==> src/rtl/abc_seq_driver_pkg.sv <==
// Shared types for the a->b->c sequence driver: command kinds, FSM states
// and the queued command payload.
package abc_seq_pkg;

  localparam int unsigned GAP_W      = 4;
  localparam int unsigned CNT_W      = 8;
  localparam int unsigned FIFO_DEPTH = 4;

  typedef enum logic [1:0] {
    PASS   = 2'd0,
    DROP_B = 2'd1,
    DROP_C = 2'd2,
    RSVD   = 2'd3
  } cmd_kind_e;

  typedef enum logic [2:0] {
    IDLE = 3'd0,
    PH_A = 3'd1,
    PH_B = 3'd2,
    PH_C = 3'd3,
    GAP  = 3'd4
  } state_e;

  typedef struct packed {
    cmd_kind_e        kind;
    logic [GAP_W-1:0] gap;
  } seq_cmd_t;

  // The reserved kind behaves exactly like PASS downstream.
  function automatic seq_cmd_t normalize_cmd(seq_cmd_t cmd);
    seq_cmd_t r;
    r = cmd;
    if (cmd.kind == RSVD) r.kind = PASS;
    return r;
  endfunction

  function automatic logic kind_is_fail(cmd_kind_e kind);
    return (kind == DROP_B) || (kind == DROP_C);
  endfunction

endpackage

==> src/rtl/abc_seq_driver_if.sv <==
// Command / pulse / status bundle between the stimulus source and the driver.
interface abc_seq_driver_if;
  import abc_seq_pkg::*;

  logic             enable;
  logic             cmd_valid;
  logic             cmd_ready;
  cmd_kind_e        cmd_kind;
  logic [GAP_W-1:0] cmd_gap;
  logic             a;
  logic             b;
  logic             c;
  logic             seq_done;
  logic             busy;
  logic [CNT_W-1:0] seq_count;
  logic [CNT_W-1:0] exp_fail_count;

  modport master (
    output enable, cmd_valid, cmd_kind, cmd_gap,
    input  cmd_ready, a, b, c, seq_done, busy, seq_count, exp_fail_count
  );

  modport slave (
    input  enable, cmd_valid, cmd_kind, cmd_gap,
    output cmd_ready, a, b, c, seq_done, busy, seq_count, exp_fail_count
  );

endinterface

==> src/rtl/abc_seq_cmd_fifo.sv <==
// Synchronous show-ahead FIFO of sequence commands; pop while empty and push
// while full are ignored.
module abc_seq_cmd_fifo
  import abc_seq_pkg::*;
#(
  parameter int unsigned DEPTH = FIFO_DEPTH
) (
  input  logic     clk,
  input  logic     rst,
  input  logic     push,
  input  logic     pop,
  input  seq_cmd_t wdata,
  output seq_cmd_t rdata,
  output logic     full,
  output logic     empty
);

  localparam int unsigned AW = $clog2(DEPTH);
  localparam int unsigned CW = AW + 1;

  seq_cmd_t      mem_q [DEPTH];
  logic [AW-1:0] wr_ptr_q, wr_ptr_d;
  logic [AW-1:0] rd_ptr_q, rd_ptr_d;
  logic [CW-1:0] count_q, count_d;
  logic          do_push, do_pop;

  assign full  = (count_q == CW'(DEPTH));
  assign empty = (count_q == '0);
  assign rdata = mem_q[rd_ptr_q];

  always_comb begin
    do_push  = push && !full;
    do_pop   = pop && !empty;
    wr_ptr_d = wr_ptr_q;
    rd_ptr_d = rd_ptr_q;
    count_d  = count_q;
    if (do_push) wr_ptr_d = wr_ptr_q + AW'(1);
    if (do_pop)  rd_ptr_d = rd_ptr_q + AW'(1);
    case ({do_push, do_pop})
      2'b10:   count_d = count_q + CW'(1);
      2'b01:   count_d = count_q - CW'(1);
      default: count_d = count_q;
    endcase
  end

  always_ff @(posedge clk) begin
    if (rst) begin
      wr_ptr_q <= '0;
      rd_ptr_q <= '0;
      count_q  <= '0;
    end else begin
      wr_ptr_q <= wr_ptr_d;
      rd_ptr_q <= rd_ptr_d;
      count_q  <= count_d;
    end
  end

  // Storage needs no reset; occupancy alone decides what is valid.
  always_ff @(posedge clk) begin
    if (do_push) mem_q[wr_ptr_q] <= wdata;
  end

endmodule

==> src/rtl/abc_seq_driver.sv <==
// Replays queued commands as one-cycle a, b, c pulse trains with optional
// idle gaps, and counts issued and expected-failing sequences.
module abc_seq_driver
  import abc_seq_pkg::*;
#(
  parameter int unsigned DEPTH = FIFO_DEPTH
) (
  input  logic             clk,
  input  logic             rst,
  abc_seq_driver_if.slave  bus
);

  state_e           state_q, state_d;
  seq_cmd_t         cur_q, cur_d;
  logic [GAP_W-1:0] gap_cnt_q, gap_cnt_d;
  logic [CNT_W-1:0] seq_count_q, seq_count_d;
  logic [CNT_W-1:0] exp_fail_q, exp_fail_d;
  logic             a_q, a_d;
  logic             b_q, b_d;
  logic             c_q, c_d;
  logic             done_q, done_d;
  logic             busy_q, busy_d;

  logic             fifo_full, fifo_empty;
  logic             push_c, pop_c, can_start_c, leave_c;
  seq_cmd_t         head, wr_cmd;

  assign wr_cmd.kind = bus.cmd_kind;
  assign wr_cmd.gap  = bus.cmd_gap;
  assign push_c      = bus.cmd_valid && !fifo_full;
  assign can_start_c = bus.enable && !fifo_empty;

  abc_seq_cmd_fifo #(.DEPTH(DEPTH)) u_fifo (
    .clk   (clk),
    .rst   (rst),
    .push  (push_c),
    .pop   (pop_c),
    .wdata (wr_cmd),
    .rdata (head),
    .full  (fifo_full),
    .empty (fifo_empty)
  );

  // Next-state, gap counter and counter updates.
  always_comb begin
    state_d     = state_q;
    cur_d       = cur_q;
    gap_cnt_d   = gap_cnt_q;
    seq_count_d = seq_count_q;
    exp_fail_d  = exp_fail_q;
    pop_c       = 1'b0;
    leave_c     = 1'b0;

    case (state_q)
      IDLE: leave_c = 1'b1;
      PH_A: state_d = PH_B;
      PH_B: state_d = PH_C;
      PH_C: begin
        seq_count_d = seq_count_q + CNT_W'(1);
        if (kind_is_fail(cur_q.kind)) exp_fail_d = exp_fail_q + CNT_W'(1);
        if (cur_q.gap != '0) begin
          gap_cnt_d = cur_q.gap - GAP_W'(1);
          state_d   = GAP;
        end else begin
          leave_c = 1'b1;
        end
      end
      GAP: begin
        if (gap_cnt_q == '0) leave_c = 1'b1;
        else                 gap_cnt_d = gap_cnt_q - GAP_W'(1);
      end
      default: state_d = IDLE;
    endcase

    // Common exit: start the next queued command or fall back to IDLE.
    if (leave_c) begin
      if (can_start_c) begin
        pop_c   = 1'b1;
        cur_d   = normalize_cmd(head);
        state_d = PH_A;
      end else begin
        state_d = IDLE;
      end
    end

    // Pulses are a registered decode of the current state, trailing the FSM
    // by one cycle; busy trails the same way so it covers the last pulse.
    a_d    = (state_q == PH_A);
    b_d    = (state_q == PH_B) && (cur_q.kind != DROP_B);
    c_d    = (state_q == PH_C) && (cur_q.kind == PASS);
    done_d = (state_q == PH_C);
    busy_d = (state_q != IDLE) || !fifo_empty;
  end

  always_ff @(posedge clk) begin
    if (rst) begin
      state_q     <= IDLE;
      cur_q       <= '0;
      gap_cnt_q   <= '0;
      seq_count_q <= '0;
      exp_fail_q  <= '0;
      a_q         <= 1'b0;
      b_q         <= 1'b0;
      c_q         <= 1'b0;
      done_q      <= 1'b0;
      busy_q      <= 1'b0;
    end else begin
      state_q     <= state_d;
      cur_q       <= cur_d;
      gap_cnt_q   <= gap_cnt_d;
      seq_count_q <= seq_count_d;
      exp_fail_q  <= exp_fail_d;
      a_q         <= a_d;
      b_q         <= b_d;
      c_q         <= c_d;
      done_q      <= done_d;
      busy_q      <= busy_d;
    end
  end

  assign bus.cmd_ready      = !fifo_full;
  assign bus.a              = a_q;
  assign bus.b              = b_q;
  assign bus.c              = c_q;
  assign bus.seq_done       = done_q;
  assign bus.busy           = busy_q;
  assign bus.seq_count      = seq_count_q;
  assign bus.exp_fail_count = exp_fail_q;

endmodule
==> src/flat_wrapper.sv <==
// flat-port wrapper written by rule: the top's interface ports become plain ports
module abc_seq_driver_flat import abc_seq_pkg::*;
#(
  parameter int unsigned DEPTH = FIFO_DEPTH
)
  (clk, rst, bus_enable, bus_cmd_valid, bus_cmd_kind, bus_cmd_gap, bus_cmd_ready, bus_a, bus_b, bus_c, bus_seq_done, bus_busy, bus_seq_count, bus_exp_fail_count);
  abc_seq_driver_if bus_i ();
  input  logic clk;
  input  logic rst;
  input wire logic [$bits(bus_i.enable)-1:0] bus_enable;
  input wire logic [$bits(bus_i.cmd_valid)-1:0] bus_cmd_valid;
  input wire logic [$bits(bus_i.cmd_kind)-1:0] bus_cmd_kind;
  input wire logic [$bits(bus_i.cmd_gap)-1:0] bus_cmd_gap;
  output wire logic [$bits(bus_i.cmd_ready)-1:0] bus_cmd_ready;
  output wire logic [$bits(bus_i.a)-1:0] bus_a;
  output wire logic [$bits(bus_i.b)-1:0] bus_b;
  output wire logic [$bits(bus_i.c)-1:0] bus_c;
  output wire logic [$bits(bus_i.seq_done)-1:0] bus_seq_done;
  output wire logic [$bits(bus_i.busy)-1:0] bus_busy;
  output wire logic [$bits(bus_i.seq_count)-1:0] bus_seq_count;
  output wire logic [$bits(bus_i.exp_fail_count)-1:0] bus_exp_fail_count;
  assign bus_i.enable = bus_enable;
  assign bus_i.cmd_valid = bus_cmd_valid;
  assign bus_i.cmd_kind = bus_cmd_kind;
  assign bus_i.cmd_gap = bus_cmd_gap;
  assign bus_cmd_ready = bus_i.cmd_ready;
  assign bus_a = bus_i.a;
  assign bus_b = bus_i.b;
  assign bus_c = bus_i.c;
  assign bus_seq_done = bus_i.seq_done;
  assign bus_busy = bus_i.busy;
  assign bus_seq_count = bus_i.seq_count;
  assign bus_exp_fail_count = bus_i.exp_fail_count;
  abc_seq_driver #(.DEPTH(DEPTH)) u_core (.clk(clk), .rst(rst), .bus(bus_i));
endmodule
==> config.mk <==
export PLATFORM = sky130hd
export DESIGN_NAME = abc_seq_driver_flat
export DESIGN_NICKNAME = d
export VERILOG_FILES = /design/src/rtl/abc_seq_driver_pkg.sv /design/src/rtl/abc_seq_driver_if.sv /design/src/rtl/abc_seq_cmd_fifo.sv /design/src/rtl/abc_seq_driver.sv /design/src/flat_wrapper.sv
export SDC_FILE = /design/constraint.sdc
export NUM_CORES = 1
export LEC_CHECK = 0
export CORE_UTILIZATION = 25
export DETAILED_ROUTE_END_ITERATION = 10
export GPL_TIMING_DRIVEN = 0
export HOLD_SLACK_MARGIN = 0.02
export MAX_ROUTING_LAYER = met4
export PLACE_DENSITY_LB_ADDON = 0.05
export SETUP_SLACK_MARGIN = 0.1
export SLEW_MARGIN = 10
export SYNTH_ARGS = -nofsm -noshare
export SYNTH_HDL_FRONTEND = slang
export SYNTH_SLANG_ARGS = --single-unit
==> constraint.sdc <==
create_clock -name clk -period 3.4 [get_ports clk]
set_input_delay 0.85 -clock clk [delete_from_list [all_inputs] [get_ports clk]]
set_output_delay 0.85 -clock clk [all_outputs]
set_load 0.05 [all_outputs]
# [After elaboration in Yosys (flattened, before gate mapping)]
# Memory sizes are Yosys's and may differ from the RTL's. A register that Yosys moved wholly into a read port is not among the register bits.
# Index checks and enable logic that the tools add are counted.
[classes] muxes=18 eq_ne=15 addsub=8 reduce_logical=23
[ops] op="8-bit by 1-bit adder with 8-bit output (second input constant)" count=2
[ops] op="3-bit case mux with 4 select lines" count=1
[ops] op="4-bit 2-to-1 mux" count=2
[ops] op="4-bit case mux with 2 select lines" count=1
[ops] op="4-bit by 1-bit subtractor with 4-bit output (second input constant)" count=2
[ops] op="1-bit 2-to-1 mux" count=7
[ops] op="2-bit == test (second input constant)" count=3
[ops] op="3-bit by 2-bit == test with 1-bit output (second input constant)" count=2
[ops] op="3-bit == test (second input constant)" count=2
[ops] op="1-bit logical AND" count=6
[ops] op="3-bit zero test" count=2
[ops] op="2-bit 2-to-1 mux" count=3
[ops] op="3-bit 2-to-1 mux" count=2
[ops] op="3-bit case mux with 2 select lines" count=1
[ops] op="2-bit AND reduction" count=3
[ops] op="2-bit by 1-bit adder with 2-bit output (second input constant)" count=2
[ops] op="2-bit by 1-bit == test with 1-bit output (second input constant)" count=2
[ops] op="4-bit zero test" count=1
[ops] op="2-bit by 1-bit != test with 1-bit output (second input constant)" count=2
[ops] op="2-bit != test (second input constant)" count=2
[ops] op="2-bit nonzero test" count=2
[ops] op="4-bit nonzero test" count=1
[ops] op="3-bit by 1-bit adder with 3-bit output (second input constant)" count=1
[ops] op="3-bit by 1-bit == test with 1-bit output (second input constant)" count=1
[ops] op="9 further kinds" count=11
[totals] wordCells=79 mem_count=1 ramBits=24 ff_bits=41 in_bits=10
[mem_list] memory="u_core.u_fifo.mem_q" depth=4 word_bits=6 read_ports=1 rd_ports_with_merged_regs=1 wr=1 line="abc_seq_cmd_fifo.sv:21" text="seq_cmd_t mem_q [DEPTH];"

# [Depth between registers and ports, before layout]
# Gate-level depths: netlist of the first run.
[depth] ltp_word=8 mapped_depth=11 mapped_depth_nobuf=9

# [Cells and area by module]
# Synthesis of the first run repeated with hierarchy kept, for this count alone.
[unflattened] hier_cells=256 hier_area_um2=2926.6
[by_module_without_submodules] mod="abc_seq_driver" cells_each=171 seq_area_each_um2=680.7 instances=1 area_each_um2=1590.3
[by_module_without_submodules] mod="abc_seq_cmd_fifo" cells_each=85 seq_area_each_um2=900.9 instances=1 area_each_um2=1336.3

# [Least setup slack after synthesis of the first run]
# Ideal clock, no wire load.
[synth_timing] kind="register to register" from="register u_core.u_fifo.count_q[0]" to="register u_core.u_fifo.count_q[2]" period_less_slack_ns=2.596 slack_ns=0.804 path_stages_with_launch=10 arrival_time_ns=2.526 n_path_buf=0 cell_sequence="dfxtp_1 -> or3b_1 -> and2_1 -> inv_1 -> ha_1 -> inv_1 -> fa_1 -> xor2_1 -> or3_1 -> a21oi_1"
[synth_rtl] element="start: declaration" line="abc_seq_cmd_fifo.sv:24" text="logic [CW-1:0] count_q, count_d;"
[synth_rtl] element="start signal: assignment" line="abc_seq_cmd_fifo.sv:54" text="count_q <= count_d;"
[synth_rtl] element="3-bit == test *" line="abc_seq_cmd_fifo.sv:27" text="assign full = (count_q == CW'(DEPTH));"
[synth_rtl] element="1-bit zero test *"
[synth_rtl] element="net bus_cmd_ready" line="flat_wrapper.sv:14" text="output wire logic [$bits(bus_i.cmd_ready)-1:0] bus_cmd_ready;"
[synth_rtl] element="1-bit logical AND" line="abc_seq_driver.sv:30" text="assign push_c = bus.cmd_valid && !fifo_full;"
[synth_rtl] element="1-bit logical AND *" line="abc_seq_cmd_fifo.sv:32" text="do_push = push && !full;"
[synth_rtl] element="2-bit by 1-bit == test with 1-bit output / 2-bit == test (equally long branches)" line="abc_seq_cmd_fifo.sv:39" text="case ({do_push, do_pop})"
[synth_rtl] element="3-bit case mux with 2 select lines / 2-bit nonzero test (equally long branches)"
# The timed path passes the listed nets; every way through them passes the cells marked *.
# A chain may end at the register's enable or synchronous reset.

# [Worst setup path after layout of the first run]
[layout_timing] from="input bus_enable" to="register u_core.u_fifo.count_q[2]"
[layout_via] elab_chain_cells=6
[layout_lines] element="start: declaration" line="flat_wrapper.sv:10" text="input wire logic [$bits(bus_i.enable)-1:0] bus_enable;"
[layout_lines] element="1-bit logical AND *" line="abc_seq_driver.sv:31" text="assign can_start_c = bus.enable && !fifo_empty;"
[layout_lines] element="1-bit 2-to-1 mux *" line="abc_seq_driver.sv:77" text="if (can_start_c) begin"
[layout_lines] element="1-bit 2-to-1 mux *" line="abc_seq_driver.sv:76" text="if (leave_c) begin"
[layout_lines] element="1-bit logical AND *" line="abc_seq_cmd_fifo.sv:33" text="do_pop = pop && !empty;"
[layout_lines] element="net u_core.u_fifo.do_pop" line="abc_seq_cmd_fifo.sv:25" text="logic do_push, do_pop;"
[layout_lines] element="2-bit by 1-bit == test with 1-bit output / 2-bit == test (equally long branches)" line="abc_seq_cmd_fifo.sv:39"
[layout_lines] element="3-bit case mux with 2 select lines / 2-bit nonzero test (equally long branches)"
# Marked as above.

==> out/qor.csv, run 1 <==
stage,metric,value,unit
status,run status,"finished, final reports clean",
worst_setup_path,Critical Path RT,3.66,ns
power_and_ir_drop,Gate power share,0.261,
synth,Post-synth top cells,"dfxtp_1 (43), edfxtp_1 (24), nor2_1 (24)",
cts,clock-pin slew on the worst setup and hold paths,0.05,ns
worst_setup_path,Worst Setup EP,u_core.u_fifo.count_q[2],
die,Die Span Y,110,um
power_and_ir_drop,switch share,0.318,
die,Rows,38,
placed_design,port bufs,31,
synth,Synth cell types,46,
synth,register area share after synthesis,0.545,
global_routing,met1 usage,0.144,
global_routing,largest net degree at the start of global routing,12,
sta,RSZ-0062 raised after global routing,false,
sta,final worst-path cycle share,0.879,
drt,Routed Antenna Nets,0,
synth,Post-synth EDFFs,24,
placed_design,Placer Congestion,0.710,
cts,post-CTS setup buffers,0,
sta,Max Clk Rate,335,MHz
power_and_ir_drop,clock share of power,0.334,
drt,via count,1999,
cts,# clock sinks,67,
synth,Mapped Area,0.00290,sq mm
sta,Period minus WS final,2.99,ns
synth,yosys warns,0,
run,Max Cap Viol,0,
sta,"Worst Setup Slack, final",0.413,ns
cts,Root Driver,clkbuf_16,
drt,DRC,0,
sta,max-slew violations,0,
worst_setup_path,r2r startpoint,u_core.cur_q[1],
die,starting density of the core,0.262,
worst_setup_path,R2R setup slack,0.60,ns
power_and_ir_drop,Pleak,0.00125,uW
cts,Post-CTS Hold Buffers,0,
cts,Max clock buf depth,2,
synth,"count leader, synth",dfxtp_1,
power_and_ir_drop,total design power,2480,uW
synth,dominant synthesized flop cell,dfxtp_1,
global_routing,M2 GR Usage,0.188,
drt,Vias/cell,4.48,
drt,Routed WL,6170,um
global_routing,antenna violations before repair,0,
drt,drt first pass iters,4,
worst_setup_path,CP Launch Point,bus_enable,
worst_setup_path,critical path endpoint category,register,
worst_setup_path,critical-path maximum fanout,10,
synth,Mapped Nets,280,
worst_setup_path,reg2reg path depth,10,
synth,"FF+latch count, synth",67,
worst_setup_path,CP Launch Type,input pin,
global_routing,Tot GR Track Use,0.122,
global_routing,first-pass GRT wire length,10400,um
cts,Num CTS Buffers,9,
cells_and_area,nets,322,
cells_and_area,Syn-to-layout area delta,25.8,%
worst_setup_path,crit path kind,in2reg,
cts,"Clk Latency, worst-skew pair",0.33,ns
global_routing,Overflow after GRT,0,
power_and_ir_drop,peak supply drop,0.000279,V
cts,Resized Gates After CTS,0,
sta,Worst Tran Pin Value,0.583,ns
synth,post-synth top area share,0.297,
sta,setup violators final,0,
drt,DR WL/cell,13.8,um
global_routing,gr busiest metal,met2,
synth,Syn Area/Cell,11.2,sq um
placed_design,placed instance count,430,
power_and_ir_drop,net switching power,791,uW
cells_and_area,Final Non-Filler Cells,446,
sta,Final Skew,0.00375,ns
sta,Slew HR,0.607,
global_routing,vias in the first global route,1957,
synth,Cells after Synth,259,
cells_and_area,ANT cells,0,
cells_and_area,share of layout cells above drive strength 1,0.101,
placed_design,Setup WS pre-CTS,0.00823,ns
cts,TritonCTS clock tree,built,
worst_hold_path,Hold Crit Class,reg2reg,
die,die area,0.0120,sq mm
die,die width,110,um
worst_setup_path,crit path DAT,3.24,ns
sta,setup TNS,0,ns
die,boundary pin count,32,
synth,cell type with the largest total area after synthesis,dfxtp_1,
die,core area,0.0111,sq mm
synth,top post-synthesis cells by area,"dfxtp_1 (30%), edfxtp_1 (25%), ha_1 (4.3%)",
worst_setup_path,Reg-to-Reg End,u_core.u_fifo.count_q[2],
power_and_ir_drop,Int Pwr,1690,uW
cells_and_area,fillers,1152,
global_routing,met3 usage,0.0462,
drt,Initial DRC Count,104,
synth,ys async rst share,0,
power_and_ir_drop,Seq pwr share,0.405,
power_and_ir_drop,P per Cell Area,681,mW/mm^2
placed_design,placed wire-length estimate,4440,um
sta,Final Hold Viols,0,
cts,# H-tree levels,3,
metrics by stage:
step / cell area, sq um / hold WS [ns] / utilization
global route: 3650 / 0.513 / 0.329
CTS: 3650 / 0.482 / 0.329
global placement: 3390 / 0.475 / 0.306
detailed placement: 3390 / 0.477 / 0.306
finish: 3650 / 0.481 / 0.329
floorplan: 2900 / 0.450 / -
worst max-delay path, cell delays in order:
cell and delay [ns]:
clkdlybuf4s50_1 0.49, nand2b_1 0.08, clkbuf_1 0.21, nor2_1 0.27
ha_1 0.23, inv_1 0.07, fa_1 0.44, xor2_1 0.16
or3_1 0.30, a21oi_1 0.14
cell usage in the layout (no fill, tap or decap), drive strengths merged, types with 2 or more instances in the layout:
master	synthesis	final
clkdlybuf4s50	0	31
nor3b	2	2
and3	6	6
clkinv	0	3
mux4	6	6
o21ai	13	13
buf	4	4
and2	2	2
nor4	4	4
xor2	8	8
a211oi	2	2
nor3	9	9
inv	9	9
clkinvlp	0	2
nor2b	2	2
mux2i	3	3
a31oi	2	2
dfxtp	43	43
ha	10	10
or3	4	4
nand3	7	7
nand4b	2	2
nand2	12	12
xnor2	7	7
nand2b	3	3
or4b	2	2
a21oi	16	16
edfxtp	24	24
clkbuf	10	21
or3b	2	2
nand4	6	6
nor2	24	24
a31o	2	2
nand3b	2	2
power groups by stage:
stage | combinational (uW) | clock, uW | sequential [uW]
global placement | 652 | 0 | 1020
CTS | 662 | 858 | 1010
detailed placement | 659 | 0 | 1020
finish | 648 | 830 | 1010
global route | 738 | 896 | 1020
floorplan | 451 | 0 | 1040
state kept, by name, indices dropped and copies added (netlist names), named ones only:
| signal | flops |
|---|---|
| u_core.bus.busy | 1 |
| u_core.bus.seq_done | 1 |
| u_core.bus.exp_fail_count | 8 |
| u_core.bus.b | 1 |
| u_core.u_fifo.wr_ptr_q | 2 |
| u_core.state_q | 3 |
| u_core.bus.a | 1 |
| u_core.u_fifo.rd_ptr_q | 2 |
| u_core.u_fifo.mem_q | 24 |
| u_core.bus.c | 1 |
| u_core.gap_cnt_q | 4 |
| u_core.cur_q | 6 |
| u_core.u_fifo.count_q | 3 |
| u_core.bus.seq_count | 8 |
cells by family after synthesis:
logic type                 count (synthesis)  synth area share
AOI/OAI and AO/OA                         41            0.0871
xor gates and xnor gates                  15            0.0453
adders and majority gates                 11            0.0500
buffers and inverters                     23            0.0336
DFF                                       67             0.545
muxes                                     10            0.0621
and+or+nand+nor                           92             0.177
layout make-up:
cell class	count	area, sq um	share of cell area
Buffer	14	63.8	0.0175
Clock buffer	11	233	0.0638
Clock inverter	5	30.0	0.00823
Inverter	9	33.8	0.00926
Multi-Input combinational cell	169	1220	0.335
Sequential cell	67	1580	0.433
Tap cell	140	175	0.0480
Timing Repair Buffer	31	310	0.0850
per-layer routing:
layer | wire length (um) | up-vias | share of wire
met1 | 2900 | 932 | 0.47
met2 | 2960 | 38 | 0.48
met4 | 81 | 0 | 0.013
met3 | 223 | 7 | 0.036
li1 | - | 1022 | -
met5 | 0 | - | 0
how the worst min path moves through the flow:
stage / start / endpoint / cells after the start
after global placement: u_core.cur_q[5] / u_core.cur_q[5] / 2
after global routing: u_core.cur_q[5] / u_core.cur_q[5] / 2
final: u_core.cur_q[5] / u_core.cur_q[5] / 2
after floorplan: u_core.cur_q[5] / u_core.cur_q[5] / 2
after CTS: u_core.cur_q[5] / u_core.cur_q[5] / 2
after detailed placement: u_core.cur_q[5] / u_core.cur_q[5] / 2
(Power assumes the default switching activity.)
==> inputs of run 2 (changes only) <==
- SETUP_SLACK_MARGIN: 0.1 -> 0.05
==> results of run 2 <==
No change in the layout: final DEF, timing and power equal those of run 1.
